### config.mk
export PLATFORM = sky130hd
export DESIGN_NAME = fsm_ring
export DESIGN_NICKNAME = d
export VERILOG_FILES = /design/src/rtl/fsm_ring.sv
export SDC_FILE = /design/constraint.sdc
export NUM_CORES = 1
export LEC_CHECK = 0
export ABC_CLOCK_PERIOD_IN_PS = 3600
export CAP_MARGIN = 0
export CORE_UTILIZATION = 40
export DETAILED_ROUTE_END_ITERATION = 7
export DONT_BUFFER_PORTS = 1
export GPL_TIMING_DRIVEN = 0
export PLACE_DENSITY = 0.65
export SLEW_MARGIN = 20
export SYNTH_ARGS = -nofsm -noshare
export SYNTH_HDL_FRONTEND = slang
export SYNTH_SLANG_ARGS = --single-unit
### constraint.sdc
create_clock -name clock -period 3.6 [get_ports clock]
set_input_delay 1.08 -clock clock [delete_from_list [all_inputs] [get_ports clock]]
set_output_delay 1.08 -clock clock [all_outputs]
set_load 0.005 [all_outputs]
### src/rtl/fsm_ring.sv
// fsm_ring: parametrised N-state ring sequencer.
//
// Holds a registered state index. On each enabled cycle it advances when the
// current state's advance condition is set. It drives the runtime-programmable
// code of the current state on y.
//
// State N-1 either wraps to state 0 or is terminal, as selected by wrap.
// A per-state dwell counter runs alongside the index. A programmable timeout
// forces a return to state 0 after tmo consecutive non-advancing enabled cycles.
//
// Parameters
//   N   number of states (2..16)
//   W   state-code width (codes are free-form)
//   CW  dwell/timeout counter width (2..16)
//   IW  index width, max(1, clog2(N))
//
// Ports
//   clock  in   single clock, all logic on posedge
//   reset  in   synchronous, active-high; overrides en
//   en     in   cycle enable; low freezes idx and dwell
//   i      in   advance conditions, bit k applies while in state k
//   codes  in   state codes, state k at bits [k*W +: W]
//   wrap   in   1: state N-1 advances to 0, 0: state N-1 holds
//   tmo    in   timeout in enabled cycles, 0 disables it
//   y      out  code of the current state (combinational from idx and codes)
//   idx    out  current state index
//   adv    out  pulse: an advance happened on the last edge
//   tout   out  pulse: a timeout happened on the last edge
//   dwell  out  enabled cycles spent in the current state (saturating)
module fsm_ring #(
  parameter int N  = 4,
  parameter int W  = 2,
  parameter int CW = 8,
  parameter int IW = (N > 1) ? $clog2(N) : 1
) (
  input  logic            clock,
  input  logic            reset,
  input  logic            en,
  input  logic [N-1:0]    i,
  input  logic [N*W-1:0]  codes,
  input  logic            wrap,
  input  logic [CW-1:0]   tmo,
  output logic [W-1:0]    y,
  output logic [IW-1:0]   idx,
  output logic            adv,
  output logic            tout,
  output logic [CW-1:0]   dwell
);

  localparam logic [IW-1:0] LAST   = IW'(N - 1);
  localparam logic [CW-1:0] DW_MAX = '1;

  logic [IW-1:0] idx_q, idx_d;
  logic [CW-1:0] dwell_q, dwell_d;
  logic          adv_q, adv_d;
  logic          tout_q, tout_d;
  logic          adv_cond;
  logic          tmo_hit;

  function automatic logic [CW-1:0] sat_inc(input logic [CW-1:0] v);
    return (v == DW_MAX) ? v : v + CW'(1);
  endfunction

  // Successor modulo N rather than modulo 2^IW, so idx never leaves 0..N-1.
  function automatic logic [IW-1:0] ring_next(input logic [IW-1:0] v);
    return (v == LAST) ? '0 : v + IW'(1);
  endfunction

  // A set condition on the terminal state with wrap=0 is a hold, not an advance.
  assign adv_cond = i[idx_q] && ((idx_q != LAST) || wrap);

  // Exact match only: lowering tmo below the current dwell leaves it unfired
  // until the next state change.
  assign tmo_hit  = (tmo != '0) && (dwell_q == tmo - CW'(1));

  always_comb begin
    idx_d   = idx_q;
    dwell_d = dwell_q;
    adv_d   = 1'b0;
    tout_d  = 1'b0;
    if (en) begin
      if (adv_cond) begin
        idx_d   = ring_next(idx_q);
        dwell_d = '0;
        adv_d   = 1'b1;
      end else if (tmo_hit) begin
        idx_d   = '0;
        dwell_d = '0;
        tout_d  = 1'b1;
      end else begin
        dwell_d = sat_inc(dwell_q);
      end
    end
  end

  always_ff @(posedge clock) begin
    if (reset) begin
      idx_q   <= '0;
      dwell_q <= '0;
      adv_q   <= 1'b0;
      tout_q  <= 1'b0;
    end else begin
      idx_q   <= idx_d;
      dwell_q <= dwell_d;
      adv_q   <= adv_d;
      tout_q  <= tout_d;
    end
  end

  assign y     = codes[int'(idx_q) * W +: W];
  assign idx   = idx_q;
  assign adv   = adv_q;
  assign tout  = tout_q;
  assign dwell = dwell_q;

endmodule
==> out/qor.txt <==
status: finished, final reports clean
Final Critical Period: 2.885 ns
Reg clk slew, reported paths: 0.08 ns
met2 Track Usage GR: 0.2978
layout cells sized above 1: 0.1034
CTS tree: built
Setup violations, final: 0
Comb pwr share: 0.161
Synth top area share: 0.2523
number of remaining DRC errors: 0
Critical Path Slowest Stage Cell: a21oi_1
CTS resizes: 0
grt ovf: 0
area of the die: 2580 um^2
RePlAce Congestion: 0.7595
cell-internal power: 222.1 uW
RSZ-0062 raised after global routing: no
Hold Path Class: reg -> reg
max-cap violation count: 0
std cell rows: 17
top post-synthesis cells by area: dfxtp_1, mux4_1, xor2_1
syn_area_per_cell: 8.501 um^2
Mapped Nets: 139
critical path cell sequence: inv_1, ha_1, nor2b_1, a21oi_1, a211oi_1, o21ai_1, a21o_2, a21oi_1, o21ai_0
library cells used by synthesis: 38
clock latency on the worst-skew pair: 0.28 ns
sw frac: 0.2664
cell taking the most area after synthesis: dfxtp_1
hpwl dp: 1665 um
Final Hold Fails: 0
largest net degree at the start of global routing: 11
Slew Viols, Final: 0
Peak VDD IR: 0.1912 mV
via count: 907
Max Clk Rate: 346.6 MHz
Ports: 38
first-pass GRT wire length: 3629 um
Die H: 50.79 um
initial drt markers: 15
DRT Wirelength: 2179 um
worst endpoint required time: 3.75 ns
Worst setup SP type: primary input
Yosys warning total: 0
number of global-route vias before repair: 830
post-synthesis register bit count: 12
Power Density: 295.8 nW/um^2
Crit path largest cell delay: 0.53 ns
commonest non-fill, non-tap cell in the layout: dfxtp_1
GRT Overall Usage: 0.1835
CTS sink cnt: 12
Critical Path Fanout Max: 8
Tcrit/Tclk final: 0.8014
area grow syn2layout: 7.490%
register area share after synthesis: 0.2523
clock power share: 0.361
Routed Antenna Nets: 0
Pleak: 0.0003663 uW
Avg WL per Cell: 15.13 um
Port Buffer Count: 0
Top Usage Layer GRT: met2
drt pass-1 iters: 4
most used cell, CP: a21oi_1
die width: 50.79 um
initial antenna violation count: 0
fill cell count: 237
Post-CTS Hold Buffers: 0
area of the multi-input gates: 675.6 um^2
Via density: 6.299
clk root buf: clkbuf_4
H-tree levels: 1
Critical Path AT: 3.03 ns
Setup Fix Bufs, Post-CTS: 0
core area: 2233 um^2
Num CTS Buffers: 3
Initial Utilization: 0.4263
critical path type: in -> reg
met3 usage: 0.06667
register area: 240.2 um^2
Antenna Cells: 0
met1 usage: 0.2391
Worst setup EP type: register
Relative slew margins: 0.5804
Post-Synthesis Cells: 112
Worst Tran Pin Value: 0.6294 ns
clk buf depth: 2
Flop pwr share: 0.478
final core occ: 0.4583
mapped cell area: 952.2 um^2
sw power: 80.67 uW
most frequent cells in the layout: dfxtp_1, o21ai_0
Setup Skew: 0.005551 ns
Setup Total Neg Slack: 0 ns
NumNets Final: 144
[logic make-up (layout without fill, tap and decap cells)]
logic type      Yosys count  in the layout  share of synthesized area
simple gates             51             51                     0.3127
compound gates           28             28                     0.1958
flops                    12             12                     0.2523
xor+xnor                  9              9                    0.08279
buf+inv                   6             10                    0.03810
fa+ha+maj                 3              3                    0.03943
mux                       3              3                    0.07884
[cell usage after synthesis]
library cell and instances:
or3_1 5, nand3_1 5, mux4_2 1, o311ai_0 1, and4b_1 1, buf_6 1
and3_1 4, dfxtp_1 12, nand2b_1 6, nor4_1 1, o21a_1 1, o21ba_2 1
a211oi_1 5, a21oi_1 5, xnor2_1 3, nand3b_1 2, a32oi_1 1, nor3_1 4
o21ai_2 1, ha_1 3, xor2_1 6, inv_1 4, a31oi_1 2, nand4_1 6
dlygate4sd3_1 1, o21ai_1 1, o31ai_1 1, nor2_1 6, nor3_2 1, nor3b_1 2
nand2_1 4, or4_1 1, a21o_2 1, mux4_1 2, and3_2 1, o21ai_0 7
nor2b_1 2, a32o_2 1
[final timing paths]
| path | start | endpoint | slack (ns) | cells past startpoint |
|---|---|---|---|---|
| worst min-delay path | dwell[6]$_SDFFE_PP0P_ | dwell[6]$_SDFFE_PP0P_ | 0.56 | 2 |
| worst min register to register | dwell[6]$_SDFFE_PP0P_ | dwell[6]$_SDFFE_PP0P_ | 0.56 | 2 |
| worst max register to register | dwell[3]$_SDFFE_PP0P_ | dwell[1]$_SDFFE_PP0P_ | 1.29 | 7 |
| worst max-delay path | tmo[0] | dwell[1]$_SDFFE_PP0P_ | 0.71 | 9 |
[registers in the layout, summed over array words and instances, names as in the netlist]
name   cells
dwell      8
adv        1
tout       1
idx        2
[metal layers]
layer  wire length [um]  part of all wire  up-vias
li1                   -                 -      443
met1                972              0.45      432
met2               1061              0.49       32
met3                145             0.067        0
met4                  0                 0        0
met5                  0                 0        -
[critical path, delay by kind of cell]
kind / cells / cell delay (ns)
adder cells (fa/ha/maj): 1 / 0.17
AO/OA/AOI/OAI: 6 / 1.42
AND/OR/NAND/NOR: 1 / 0.32
buffers and inverters: 1 / 0.03
[layout make-up]
| cell class | count | area share |
|---|---|---|
| inverter | 4 | 0.01467 |
| tap | 28 | 0.03423 |
| multi-input combinational | 94 | 0.6601 |
| buffer | 2 | 0.02078 |
| clock buffer | 4 | 0.03545 |
| sequential | 12 | 0.2347 |
[per-stage QoR]
| stage | hold WS [ns] | worst slack (ns) | total power [uW] | instances | area [um^2] |
|---|---|---|---|---|---|
| CTS | 0.5727 | 0.7042 | 304.0 | 144 | 1023 |
| floorplan | 0.5164 | 0.7192 | 186.7 | 112 | 952.2 |
| detailed placement | 0.5622 | 0.4154 | 196.7 | 140 | 987.2 |
| global route | 0.6189 | 0.5198 | 318.1 | 144 | 1023 |
| global placement | 0.5606 | 0.4366 | 194.7 | 140 | 987.2 |
| finish | 0.5645 | 0.7149 | 302.8 | 144 | 1023 |
[power groups by stage]
stage	combinational (uW)	sequential, uW	clock [uW]
finish	48.8	145	109
CTS	48.9	145	110
global route	55.2	146	117
detailed placement	48.7	148	0
floorplan	40.6	146	0
global placement	46.9	148	0
(Power assumes the default switching activity.)
